`config.mk`:
```
export PLATFORM = sky130hd
export DESIGN_NAME = serial_magnitude_comparator
export DESIGN_NICKNAME = d
export VERILOG_FILES = /design/src/rtl/serial_magnitude_comparator.sv
export SDC_FILE = /design/constraint.sdc
export NUM_CORES = 1
export LEC_CHECK = 0
export ABC_AREA = 1
export CAP_MARGIN = 20
export CORE_MARGIN = 2
export CORE_UTILIZATION = 46
export CTS_CLUSTER_SIZE = 20
export DETAILED_ROUTE_END_ITERATION = 8
export HOLD_SLACK_MARGIN = 0.12
export PLACE_DENSITY = 0.75
export SYNTH_ARGS = -nofsm -noshare
export SYNTH_HDL_FRONTEND = slang
export SYNTH_SLANG_ARGS = --single-unit
export TNS_END_PERCENT = 1
```
`constraint.sdc`:
```
create_clock -name clk -period 1.4 [get_ports clk]
set_input_delay 0.21 -clock clk [delete_from_list [all_inputs] [get_ports clk]]
set_output_delay 0.21 -clock clk [all_outputs]
set_load 0.1 [all_outputs]
```
`src/rtl/serial_magnitude_comparator.sv`:
```
// Multi-cycle magnitude comparator: DIGIT bits per cycle, MSB slice first, early exit on first unequal slice.
// Optional `CMP_SIGNED_EN adds an sgn port for two's-complement compare via offset-binary mapping at capture.

module serial_magnitude_comparator_slice #(
  parameter int DIGIT = 4
) (
  input  logic [DIGIT-1:0] da_i,
  input  logic [DIGIT-1:0] db_i,
  output logic             lt_o,
  output logic             gt_o
);
  assign lt_o = (da_i < db_i);
  assign gt_o = (da_i > db_i);
endmodule

module serial_magnitude_comparator #(
  parameter int WIDTH = 16,
  parameter int DIGIT = 4
) (
  input  logic             clk,
  input  logic             rst_n,
  input  logic             start,
  input  logic [WIDTH-1:0] a,
  input  logic [WIDTH-1:0] b,
`ifdef CMP_SIGNED_EN
  input  logic             sgn,
`endif
  output logic             busy,
  output logic             done,
  output logic             alb,
  output logic             aeb,
  output logic             agb
);
  localparam int NSLICE = WIDTH / DIGIT;
  localparam int CW     = (NSLICE > 1) ? $clog2(NSLICE) : 1;
  localparam logic [CW-1:0] LAST = CW'(NSLICE - 1);

  typedef enum logic {IDLE, RUN} state_t;

  state_t           state_q, state_d;
  logic [WIDTH-1:0] sa_q, sa_d, sb_q, sb_d;
  logic [CW-1:0]    cnt_q, cnt_d;
  logic             alb_q, alb_d, aeb_q, aeb_d, agb_q, agb_d;
  logic             done_q, done_d;
  logic [WIDTH-1:0] msk;
  logic             slt, sgt;

  // Flipping the sign bit of both operands turns a signed order into an unsigned one.
`ifdef CMP_SIGNED_EN
  assign msk = {sgn, {(WIDTH-1){1'b0}}};
`else
  assign msk = '0;
`endif

  serial_magnitude_comparator_slice #(.DIGIT(DIGIT)) u_slice (
    .da_i (sa_q[WIDTH-1 -: DIGIT]),
    .db_i (sb_q[WIDTH-1 -: DIGIT]),
    .lt_o (slt),
    .gt_o (sgt)
  );

  always_comb begin
    state_d = state_q;
    sa_d    = sa_q;
    sb_d    = sb_q;
    cnt_d   = cnt_q;
    alb_d   = alb_q;
    aeb_d   = aeb_q;
    agb_d   = agb_q;
    done_d  = 1'b0;
    case (state_q)
      IDLE: begin
        if (start) begin
          sa_d    = a ^ msk;
          sb_d    = b ^ msk;
          cnt_d   = '0;
          alb_d   = 1'b0;
          aeb_d   = 1'b0;
          agb_d   = 1'b0;
          state_d = RUN;
        end
      end
      RUN: begin
        if (slt) begin
          alb_d   = 1'b1;
          done_d  = 1'b1;
          state_d = IDLE;
        end else if (sgt) begin
          agb_d   = 1'b1;
          done_d  = 1'b1;
          state_d = IDLE;
        end else if (cnt_q == LAST) begin
          aeb_d   = 1'b1;
          done_d  = 1'b1;
          state_d = IDLE;
        end else begin
          sa_d  = sa_q << DIGIT;
          sb_d  = sb_q << DIGIT;
          cnt_d = cnt_q + 1'b1;
        end
      end
      default: state_d = IDLE;
    endcase
  end

  always_ff @(posedge clk or negedge rst_n) begin
    if (!rst_n) begin
      state_q <= IDLE;
      sa_q    <= '0;
      sb_q    <= '0;
      cnt_q   <= '0;
      alb_q   <= 1'b0;
      aeb_q   <= 1'b0;
      agb_q   <= 1'b0;
      done_q  <= 1'b0;
    end else begin
      state_q <= state_d;
      sa_q    <= sa_d;
      sb_q    <= sb_d;
      cnt_q   <= cnt_d;
      alb_q   <= alb_d;
      aeb_q   <= aeb_d;
      agb_q   <= agb_d;
      done_q  <= done_d;
    end
  end

  assign busy = (state_q == RUN);
  assign done = done_q;
  assign alb  = alb_q;
  assign aeb  = aeb_q;
  assign agb  = agb_q;
endmodule

```
==> results.yml, run 1 <==
cts:
  clkTransAtPathRegs_ns: 0.07
  cts_max_level: 2
  cts_tree: "done"
  cts_buffer_depth: 2
  cts_buffers: 5
  clkLatencyLatePin_ns: 0.29
  root_buffer: "clkbuf_8"
  clock_sinks: 39
setup_path:
  rrSetupSlack_ns: -0.17
  rr_startpoint: "sa_q[15]"
  crit_fanout: 12
  critPathKind: "flip-flop to flip-flop"
  rr_worst_depth: 9
  cp-start-kind: "flip-flop"
  end_kind: "flip-flop"
  r2r-end: "sb_q[10]"
  crit_required_ns: 1.58
  cp.arrival_ns: 1.75
sta:
  finalHoldViolations: 0
  finalSetupViolCount: 37
  period_share_pct: 112
  skew_ns: 0.00343
  tightest_slew_ns: 0.328
  drv_slew: 0
  whs_ns: 0.345
  fin_crit_ns: 1.57
  fmax_mhz: 637
  worst_slack_ns: -0.169
  rsz0062_at_grt: "true"
  maxSlewHeadroom_pct: 78.2
logic_synthesis:
  synthesis.nets: 314
  yosysWarnings: 0
  synthAdderAreaFrac_pct: 3.08
  synth_top_family_by_area: "simple AND/OR/NAND/NOR gates"
  ys_types: 19
  synth-xor-area-share_pct: 0
  syn-cell-area_um2: 2030
  ys_ff_latch: 39
  seq_area_frac_synth_pct: 48.1
  synth-compound-area-share_pct: 0.616
  syn-instance-count: 274
  muxShareOfSynthArea_pct: 0
  yosysTopAreaCell: "dfrtp_1"
  synth_simple_gate_area_share_pct: 41.5
  syn_area_per_cell_um2: 7.41
  synth.area.top_cells: "dfrtp_1, nand2_1, nand3_1"
  synth_top_area_share_pct: 48.1
place:
  dpl_worst_slack_ns: -0.228
  portBuffers: 39
  routabilityCongestion: 0.799
  dp_hpwl_um: 3390
floorplan:
  initial_core_util_pct: 47.3
  placementRows: 24
  die_h_um: 70.4
  pin_count: 40
  dieArea_um2: 4960
  die_x_um: 70.4
  core_area_um2: 4290
worst_hold_path:
  hp-class: "primary input to asynchronous set/reset pin"
final_layout:
  drive_gt1_share_pct: 15.5
  syn_to_final_growth_pct: 35.9
  final_cell_mix: "nand2_1, nand3_1, dfrtp_1, clkdlybuf4s50_1, buf_4"
  fin_nets: 362
  final_common_cell: "nand2_1"
  fill_cells: 379
  final_util_pct: 64.2
  antenna_cells: 0
global_routing:
  gr-usage-met3_pct: 4.47
  use_met2_pct: 33.5
  grt_pass1_wl_um: 8220
  grt_max_degree: 28
  grt_overflow: 0
  grt.met1_usage_pct: 28.4
  antenna_found_initial: 0
  first_global_vias: 1884
  busiest_layer: "met2"
  grt_usage_pct: 20.5
drt:
  drt_iter0_drc: 108
  wl_um: 4720
  drc_errors: 0
  routedWlPerCell_um: 12.6
  final_antenna_net_count: 0
  avgViaCountPerCell: 5.02
  first_pass_iters: 4
  vias: 1877
power:
  finalPower_w: 0.00551
  p_leak_nw: 1.47
  powerDensity_nw_per_um2: 2000
  ir_worst_vdd_mv: 1.33
status:
  violations: "negative setup slack"
  status: "finished, violations left"
job:
  maxCapViolCount: 0
==> logic make-up after synthesis <==
family	after synthesis
AOI/OAI and AO/OA	2
adders and majority gates	5
buffers and inverters	29
DFF	39
and+or+nand+nor	199
==> layer usage <==
layer  vias to the layer above  part of all wire [%]  routed length [um]
li1                        950                     -                   -
met1                       877                    45                2120
met2                        47                    50                2360
met3                         3                   4.5                 210
met4                         0                  0.57                  27
met5                         -                     0                   0
==> through the flow <==
step	setup TNS, ns	area [um^2]	cells
6_report	-5.12	2760	374
5_1_grt	-8.51	2760	374
4_1_cts	-5.61	2740	374
3_5_place_dp	-5.59	2610	366
3_3_place_gp	-4.04	2610	366
2_1_floorplan	-3.10	2080	274
==> synthesized netlist by cell type (all sizes together) <==
cell type	n
buf	11
inv	11
nor2	2
ha	5
dfrtp	39
clkinv	1
clkbuf	6
a21oi	1
nand4	2
nand3	46
o21a	1
nand2	149
==> registers in the layout (all words and copies together) (netlist names) <==
| signal | count |
|---|---|
| sa_q | 16 |
| busy | 1 |
| agb | 1 |
| alb | 1 |
| aeb | 1 |
| sb_q | 16 |
| done | 1 |
| cnt_q | 2 |
==> area by class of cell <==
class                      count  area, um^2  area share [%]
multi-input combinational    206         997            36.1
sequential                    39         980            35.5
timing repair buffer          58         592            21.5
clock buffer                   7        76.3            2.77
tap                           52        65.1            2.36
inverter                      12        48.8            1.77
==> how the worst max path moves through the flow <==
stage,from,slack (ns),end
floorplan,sa_q[15],-0.10,cnt_q[1]
global placement,sa_q[15],-0.18,sb_q[13]
detailed placement,sa_q[15],-0.23,sb_q[13]
CTS,sa_q[15],-0.18,cnt_q[1]
global route,sa_q[15],-0.26,sa_q[4]
finish,sa_q[15],-0.17,sb_q[10]
==> repair_timing <==
action / 4_1_cts / 5_1_grt
hold buffers: 1 / 0
buffers inserted: 0 / 0
gates cloned: 0 / 0
gates resized for setup: 10 / 4
hold endpoints to repair: 13 / 0
pin swaps: 3 / 0
endpoints found under the setup margin: 38 / 39
==> worst max-delay path, stage by stage, from the launching register on <==
cell	delay, ns
dfrtp_1	0.42
ha_4	0.29
nand2_2	0.05
inv_2	0.06
nand3_2	0.08
clkinv_2	0.08
nand4_4	0.15
buf_6	0.20
nand3_1	0.08
nand2_1	0.06
==> power breakdown <==
group	switching [W]	internal (W)
clock	0.000367	0.000343
sequential	0.000333	0.00163
combinational	0.00166	0.00117
total	0.00236	0.00314
(Power assumes the default switching activity.)
==> run 2, diff against run 1 <==
SETUP_SLACK_MARGIN = 0.02   (was default)
==> results.yml, run 2 (synthesized netlist as in run 1, its figures left out) <==
floorplan:
  pin_count: 40
  die_h_um: 70.4
  placementRows: 24
  core_area_um2: 4290
  die_x_um: 70.4
  dieArea_um2: 4960
  initial_core_util_pct: 47.3
cts:
  clkTransAtPathRegs_ns: 0.07
  cts_tree: "done"
  root_buffer: "clkbuf_8"
  cts_buffers: 5
  clkLatencyLatePin_ns: 0.29
  post_cts_buffers: 0
  cts_max_level: 2
  clock_sinks: 39
  cts_buffer_depth: 2
power:
  p_seq_share_pct: 35.6
  p_int_w: 0.00315
  switching_share_pct: 42.9
  finalPower_w: 0.00552
  p_leak_nw: 1.47
  clock_power_share_pct: 12.9
  combPwrFrac_pct: 51.4
  ir_worst_vdd_mv: 1.35
  power_switching_w: 0.00237
  powerDensity_nw_per_um2: 2000
global_routing:
  grt_max_degree: 28
  first_global_vias: 1884
  grt_overflow: 0
  grt_pass1_wl_um: 8220
  grt_usage_pct: 20.5
  antenna_found_initial: 0
drt:
  final_antenna_net_count: 0
  wl_um: 4710
  drc_errors: 0
  vias: 1879
  first_pass_iters: 4
  drt_iter0_drc: 105
  routedWlPerCell_um: 12.6
  avgViaCountPerCell: 5.02
sta:
  fmax_mhz: 636
  tightest_slew_ns: 0.327
  setup_tns_ns: -5.32
  finalSetupViolCount: 37
  maxSlewHeadroom_pct: 78.2
  skew_ns: 0.00386
  fin_crit_ns: 1.57
  drv_slew: 0
  rsz0062_at_grt: "true"
  finalHoldViolations: 0
  worst_slack_ns: -0.173
  period_share_pct: 112
place:
  routabilityCongestion: 0.799
  dpl_worst_slack_ns: -0.228
  placed_area_um2: 2610
  portBuffers: 39
  dp_hpwl_um: 3390
setup_path:
  crit_buf_inv: 3
  cp.arrival_ns: 1.75
  crit_required_ns: 1.58
  rrSetupSlack_ns: -0.17
  critPathKind: "flip-flop to flip-flop"
  slowest_stage: "dfrtp_1"
  crit_fanout: 12
  slowest_delay_ns: 0.42
  worstPathCellList: "ha_4, nand2_2, inv_2, nand3_2, clkinv_2, nand4_4, buf_6, nand3_1, nand2_1"
  cp-start-kind: "flip-flop"
  cpLargestDelayFamily: "flip-flops"
  end_kind: "flip-flop"
final_layout:
  seqCellArea_um2: 980
  fill_cells: 378
  finalInstanceArea_um2: 2760
  final_util_pct: 64.3
  antenna_cells: 0
  final_cell_mix: "nand2_1, nand3_1, dfrtp_1, clkdlybuf4s50_1, buf_4"
  reg_top3: "sa_q: 16 flops, sb_q: 16 flops, cnt_q: 2 flops"
  fin_nets: 362
  drive_gt1_share_pct: 15.5
  final_common_cell: "nand2_1"
  multi_input_comb_area_um2: 997
  syn_to_final_growth_pct: 36.0
status:
  violations: "negative setup slack"
  status: "finished, violations left"
worst_hold_path:
  hp-class: "primary input to asynchronous set/reset pin"
job:
  maxCapViolCount: 0
[run 2: cell count changes in the layout (fill, tap and decap cells not counted)]
cell / previous run / this run
buf_4: 15 / 14
buf_6: 3 / 4
[run 2: routing by layer]
metal	global-route usage [%]	share of wire, %	vias up
met5	0	0	-
met4	3.85	0.57	0
met3	4.47	4.2	3
met2	33.5	50	43
met1	28.4	45	882
li1	-	-	951
[run 2: final cells by class]
type | instances | area share [%]
clock buffer | 7 | 2.76
inverter | 12 | 1.77
multi-input combinational | 206 | 36.1
sequential | 39 | 35.5
tap | 52 | 2.36
timing repair buffer | 58 | 21.6
[run 2: what timing repair did]
action | CTS | global route
resized for setup | 10 | 5
endpoints found under the hold margin | 13 | 0
setup endpoints to repair | 39 | 40
pin swaps | 3 | 0
hold buffers | 1 | 0
[run 2: final timing paths]
check	start	to	depth (start not counted)
worst min-delay path	rst_n	sa_q[8]	2
worst max-delay path	sa_q[15]	sb_q[10]	9
worst min register to register	sa_q[2]	sa_q[2]	2
min in group clk	b[0]	sb_q[0]	3
worst max register to register	sa_q[15]	sb_q[10]	9
max in group asynchronous	rst_n	sb_q[4]	3
[run 2: metrics by stage]
step,std cells,hold slack [ns]
after floorplan,274,-0.0856
after global placement,366,0.122
final,374,0.342
after global routing,374,0.385
after detailed placement,366,0.128
after CTS,374,0.359
[run 2: power groups by stage]
stage          Sequential, W  Combinational [W]  Clock, W
2_1_floorplan        0.00221            0.00157         0
3_3_place_gp         0.00194            0.00264         0
3_5_place_dp         0.00197            0.00272         0
4_1_cts              0.00195            0.00282  0.000729
5_1_grt              0.00202            0.00318  0.000769
6_report             0.00196            0.00284  0.000714
[run 2: worst register-to-register path: cells and delay by family (launching register included)]
family / cells / cell delay [ns]
adder cells (fa/ha/maj): 1 / 0.29
buffers and inverters: 3 / 0.34
flip-flops: 1 / 0.42
AND/OR/NAND/NOR: 5 / 0.42
